File: config.mk
export PLATFORM = sky130hd
export DESIGN_NAME = m_rr_mux
export DESIGN_NICKNAME = d
export VERILOG_FILES = /design/src/rtl/m_rr_mux.sv
export SDC_FILE = /design/constraint.sdc
export NUM_CORES = 1
export LEC_CHECK = 0
export CAP_MARGIN = 20
export CORE_MARGIN = 5
export CORE_UTILIZATION = 31
export CTS_BUF_LIST = sky130_fd_sc_hd__clkbuf_4 sky130_fd_sc_hd__clkbuf_8 sky130_fd_sc_hd__clkbuf_16
export CTS_CLUSTER_DIAMETER = 30
export DETAILED_ROUTE_END_ITERATION = 12
export HOLD_SLACK_MARGIN = 0.02
export PLACE_DENSITY = 0.82
export RECOVER_POWER = 25
export REMOVE_ABC_BUFFERS = 1
export SLEW_MARGIN = 20
export SYNTH_ARGS = -nofsm -noshare
export SYNTH_HDL_FRONTEND = slang
export SYNTH_SLANG_ARGS = --single-unit
File: constraint.sdc
create_clock -name w_clk -period 1.6 [get_ports w_clk]
set_input_delay 0.32 -clock w_clk [delete_from_list [all_inputs] [get_ports w_clk]]
set_output_delay 0.32 -clock w_clk [all_outputs]
set_load 0.02 [all_outputs]
File: src/rtl/m_rr_mux.sv
// N-channel, W-bit registered multiplexer with round-robin arbitration and valid/ready on both sides.
// Optional RR_MUX_FORCE_SEL_EN adds w_force/w_fsel to override arbitration with a fixed channel.
module m_rr_mux #(
    parameter int W = 8,
    parameter int N = 4,
    localparam int CW = (N > 1) ? $clog2(N) : 1
) (
    input  logic            w_clk,
    input  logic            w_rst,
    input  logic [N-1:0]    w_ivld,
    input  logic [N*W-1:0]  w_idata,
    output logic [N-1:0]    w_irdy,
    output logic            w_ovld,
    output logic [W-1:0]    w_odata,
    output logic [CW-1:0]   w_och,
    input  logic            w_ordy
`ifdef RR_MUX_FORCE_SEL_EN
    ,
    input  logic            w_force,
    input  logic [CW-1:0]   w_fsel
`endif
);

    logic [CW-1:0] ptr_r;
    logic          ovld_r;
    logic [W-1:0]  odata_r;
    logic [CW-1:0] och_r;

    logic          load_s;
    logic          gnt_vld_s;
    logic [CW-1:0] gnt_idx_s;
    logic          xfer_s;
    logic          adv_s;

    // (base + off) mod N for base < N and off < N
    function automatic logic [CW-1:0] wrap_add(input logic [CW-1:0] base, input int off);
        int sum;
        sum = int'(base) + off;
        if (sum >= N) begin
            sum = sum - N;
        end else begin
            sum = sum;
        end
        return CW'(sum);
    endfunction

    assign load_s = !ovld_r || w_ordy;

    // Grant selection: first valid channel at or after the pointer, or the forced channel
    always_comb begin
        gnt_vld_s = 1'b0;
        gnt_idx_s = {CW{1'b0}};
        adv_s     = 1'b1;
`ifdef RR_MUX_FORCE_SEL_EN
        if (w_force) begin
            adv_s = 1'b0;
            if ((int'(w_fsel) < N) && w_ivld[w_fsel]) begin
                gnt_vld_s = 1'b1;
                gnt_idx_s = w_fsel;
            end else begin
                gnt_vld_s = 1'b0;
            end
        end else begin
`endif
            for (int k = 0; k < N; k++) begin
                if (!gnt_vld_s && w_ivld[wrap_add(ptr_r, k)]) begin
                    gnt_vld_s = 1'b1;
                    gnt_idx_s = wrap_add(ptr_r, k);
                end else begin
                    gnt_vld_s = gnt_vld_s;
                end
            end
`ifdef RR_MUX_FORCE_SEL_EN
        end
`endif
    end

    // Ready only reaches w_ordy through load, never from the valids back to the consumer
    assign xfer_s = gnt_vld_s && load_s && !w_rst;
    assign w_irdy = {N{xfer_s}} & (N'(1'b1) << gnt_idx_s);

    // Output stage and round-robin pointer update
    always_ff @(posedge w_clk) begin
        if (w_rst) begin
            ovld_r  <= 1'b0;
            odata_r <= {W{1'b0}};
            och_r   <= {CW{1'b0}};
            ptr_r   <= {CW{1'b0}};
        end else if (load_s) begin
            if (xfer_s) begin
                ovld_r  <= 1'b1;
                odata_r <= w_idata[gnt_idx_s*W +: W];
                och_r   <= gnt_idx_s;
                if (adv_s) begin
                    ptr_r <= wrap_add(gnt_idx_s, 1);
                end else begin
                    ptr_r <= ptr_r;
                end
            end else begin
                ovld_r  <= 1'b0;
                odata_r <= odata_r;
                och_r   <= och_r;
                ptr_r   <= ptr_r;
            end
        end else begin
            ovld_r  <= ovld_r;
            odata_r <= odata_r;
            och_r   <= och_r;
            ptr_r   <= ptr_r;
        end
    end

    assign w_ovld  = ovld_r;
    assign w_odata = odata_r;
    assign w_och   = och_r;

endmodule
Word level (Yosys, flattened, before mapping):

Cells that the tools add are included.

* bitwise logic cells: 1
* magnitude comparators: 9
* muxes and demuxes: 22
* reduce and logical (&&, ||, !) cells: 12
* shift-type cells: 2
* add/sub/neg operators: 9

Operators with widths (count)
* $shiftx A32 B6 Y8: 1
* $mux W2: 9
* $ge A3 B3 Y1 const B: 4
* $lt A2 B3 Y1 const B: 4
* $sub A2 B1 Y2 const B: 5
* $mux W1: 9
* $bmux W1 S2: 4
* $add A2 B1 Y3 const B: 2
* $add A2 B2 Y3 const B: 2
* $logic_and A1 B1 Y1: 5
* $logic_not A1 Y1: 5
* $and A4 B4 Y4: 1
* $shl A1 B2 Y4 const A: 1
* $ge A2 B3 Y1 const B: 1
* $reduce_and A2 Y1: 1
* $logic_or A1 B1 Y1: 1

* input port bits: 39
* flip-flop bits (word level): 13
* logic and storage cells: 59

Depth between registers and ports, before layout:

* depth in word-level cells: 17
* gate-level depth with buffers: 7

Worst setup path before layout:

No wires, ideal clock.

* path kind: reg2out
* start: register ovld_r, in the netlist w_ovld
* end: output w_irdy[0]
* arrival: 1.398 ns
* path slack: -0.118 ns
* buffers on the path: 0
* cell stages (with the launch flop): 5
* path through: dfxtp_1 -> nor2b_1 -> or3_1 -> a31o_2 -> nor2_1

* word-level cells in the longest chain between the ends: 5

RTL lines
* from (decl): line 25 `logic ovld_r;`
* from (signal assigned): line 106 `ovld_r <= ovld_r;`
* $logic_not A1 Y1: line 47 `assign load_s = !ovld_r || w_ordy;`
* $logic_or A1 B1 Y1: line 47
* $logic_and A1 B1 Y1 (2 in series): line 79 `assign xfer_s = gnt_vld_s && load_s && !w_rst;`
* $and A4 B4 Y4: line 80 `assign w_irdy = {N{xfer_s}} & (N'(1'b1) << gnt_idx_s);`
* to (decl): line 12 `output logic [N-1:0] w_irdy,`

Every way passes these cells.

Worst setup path after layout:

* start: register ptr_r[0]
* end: output w_irdy[2]

* word-level cells in the longest chain between the ends: 17

RTL lines
* from (decl): line 24 `logic [CW-1:0] ptr_r;`
* from (signal assigned): line 88 `ptr_r <= {CW{1'b0}};`
* from (signal assigned): line 95 `ptr_r <= wrap_add(gnt_idx_s, 1);`
* from (signal assigned): line 97 `ptr_r <= ptr_r;`
* parallel branches: the longest is 16 deep, another holds $add A2 B1 Y3
* $and A4 B4 Y4 *: line 80

Every way passes the cells marked *. The select of a mux whose other input is x is not followed.

==> results.py <==
metrics = {
    "clock_tree": {
        "clkLatencyLatePin_ps": 280,
        "cts_made_buffers": 3,
        "clockBufferDepth": 2,
        "cts.sinks": 13,
        "cts_tree": "built",
        "htreeDepth": 1,
        "path_clk_slew_ps": 80,
        "cts-root-buf": "clkbuf_4",
    },
    "yosys": {
        "synth.area.top_cells": "dfxtp_1 (33%), mux2i_1 (21%), o221ai_1 (9.0%)",
        "synth_cells": 86,
        "synth_cell_types": 28,
        "avgSynthCellArea_um2": 9.035,
        "synth_top_family_by_area": "simple AND/OR/NAND/NOR gates",
        "ys.flop_type": "dfxtp_1",
        "synthSimpleGateAreaFrac_pct": 24.48,
        "seq_area_frac_synth_pct": 33.49,
        "yosysMostFrequentCell": "mux2i_1",
        "synth_top_area_share_pct": 33.49,
        "ys_top_cells_by_count": "mux2i_1 (16), dfxtp_1 (13), nand3_1 (8), o221ai_1 (8), nand2_1 (6)",
        "synth_xor_area_share_pct": 0,
        "synth_area_um2": 777.0,
        "ys_ff_latch": 13,
        "ys_async_sr_fraction_pct": 0,
        "synth_compound_area_share_pct": 16.43,
        "yosysTopAreaCell": "dfxtp_1",
        "synth_adder_area_share_pct": 0,
        "synth_edf_count": 0,
        "yosysWarnings": 0,
        "muxShareOfSynthArea_pct": 20.61,
    },
    "final_layout": {
        "drive_above_1_share_pct": 35.19,
        "finalNetCount": 202,
        "area_growth_pct": 114.7,
        "stdcell_count": 192,
        "seqCellArea_um2": 269.0,
        "nFillCells": 171,
        "diodes": 0,
        "multi_input_area_um2": 596.8,
    },
    "timing": {
        "timing.slew.headroom_pct": 79.47,
        "final_max_slew_viol_count": 0,
        "worst_pin_slew_ps": 305.6,
        "fin_worst_skew_ps": 2.270,
        "final_hold_viol_count": 0,
        "setup_viol": 13,
        "hold_slack_ps": 459.1,
        "setup_tns_ps": -1552,
        "setup_ws_ps": -284.2,
        "grt_setup_unrepaired": "yes",
        "period_share_pct": 117.8,
        "max_freq_mhz": 530.7,
        "fin_crit_ps": 1884,
    },
    "die": {
        "io_pins": 54,
        "core_um2": 2432,
        "fp.dieH_um": 60.07,
        "fp-row-count": 18,
        "dieArea_um2": 3608,
        "start_util_pct": 31.94,
        "die_w_um": 60.07,
    },
    "route": {
        "wirelength_um": 3251,
        "wl_per_cell_um": 16.93,
        "viasPerCell": 5.161,
        "drtIter0Drc": 17,
        "firstDrtPassIters": 4,
        "drc": 0,
        "vias": 991,
        "antenna_left": 0,
    },
    "setup_path": {
        "crit_path_start_kind": "flip-flop",
        "r2r_cells": 7,
        "crit_required_ps": 1280,
        "critPathMaxFanout": 5,
        "crit_arrival_ps": 1560,
        "end_kind": "primary output",
        "crit_type": "reg2out",
    },
    "power_and_ir_drop": {
        "p_leak_nw": 0.6729,
        "seq_power_share_pct": 32.9,
        "power_mw": 1.208,
        "switchingPower_mw": 0.3861,
        "pwr-share-comb_pct": 48.8,
        "p_per_area_nw_per_um2": 724.0,
        "p_int_mw": 0.8215,
        "swShare_pct": 31.97,
        "pwr-share-clk_pct": 18.3,
        "vdd_drop_max_mv": 0.4679,
    },
    "placed_design": {
        "finalWeightedCongestion": 0.8190,
        "dp_cells": 179,
        "pre_cts_ws_ps": -1001,
        "numPortBuffers": 53,
        "dp_hpwl_um": 2095,
    },
    "global_route": {
        "grt_overflow": 0,
        "antenna_found_initial": 0,
        "grt_first_pass_wirelength_um": 4512,
        "grt_start_max_net_pins": 17,
        "first_global_vias": 1004,
        "track_usage_pct": 16.91,
    },
    "outcome": {
        "violations": "setup timing",
        "outcome": "finished, violations left",
    },
    "min_path": {
        "hp-class": "reg2reg",
        "whs_path_depth": 2,
    },
    "flow_run": {
        "drv_cap": 0,
    },
}
registers in the layout, indices dropped and copies added (netlist names):
| register | count |
|---|---|
| w_och | 2 |
| w_odata | 8 |
| ptr_r | 2 |
| w_ovld | 1 |
worst max-delay path, cell delays in order, from the launching register on:
cell     delay [ps]
dfxtp_4         370
nor2b_1         190
o21ai_2         100
buf_4           140
a31o_4          240
nor2_4          130
buf_6           130
per-stage QoR:
step / utilization (%) / cell area, um^2
2_1_floorplan: - / 745.7
3_3_place_gp: 58.02 / 1411
3_5_place_dp: 58.02 / 1411
4_1_cts: 65.17 / 1585
5_1_grt: 68.57 / 1668
6_report: 68.57 / 1668
cell families after synthesis:
logic type / Yosys count
and+or+nand+nor: 35
AOI/OAI and AO/OA: 17
muxes: 16
DFF: 13
buffers and inverters: 5
cell type report:
type | instances | share of cell area, %
timing repair buffer | 75 | 43.59
multi-input combinational | 68 | 35.78
sequential | 13 | 16.13
tap | 30 | 2.251
clock buffer | 4 | 1.800
inverter | 2 | 0.4501
layout by cell type, fill, tap and decap left out, types with 3 or more instances in the layout:
| cell | count |
|---|---|
| dfxtp_1 | 10 |
| clkdlybuf4s50_1 | 42 |
| nand2_1 | 6 |
| buf_6 | 7 |
| mux2i_1 | 13 |
| o221ai_1 | 8 |
| dlygate4sd2_1 | 3 |
| nand3_1 | 8 |
| buf_4 | 18 |
| nor2_1 | 3 |
| clkbuf_4 | 4 |
final timing paths:
path | from | endpoint | slack, ps
max reg2reg | ptr_r[0] | w_odata[7] | -80
max | ptr_r[0] | w_irdy[2] | -280
min reg2reg | w_och[1] | w_och[1] | 460
min | w_och[1] | w_och[1] | 460
layer usage:
layer / vias to the layer above / GRT usage (%) / part of all wire [%]
met5: - / 0 / 0
met3: 8 / 6.911 / 9.8
met1: 462 / 16.51 / 35
li1: 478 / - / -
met4: 0 / 10.13 / 2.7
met2: 43 / 29.48 / 53
timing repair:
item	CTS	global route
hold buffers	0	0
pin swaps	10	7
setup buffers	6	2
setup endpoints to repair	17	13
resized for setup	63	12
cloned	0	1
power by group through the flow:
stage | combinational [mW] | sequential, mW | clock (mW)
after floorplan | 0.167 | 0.448 | 0
after global placement | 0.464 | 0.398 | 0
after detailed placement | 0.473 | 0.402 | 0
after CTS | 0.527 | 0.395 | 0.222
after global routing | 0.630 | 0.401 | 0.240
final | 0.590 | 0.397 | 0.221
Power figures use the tool's default switching activity.
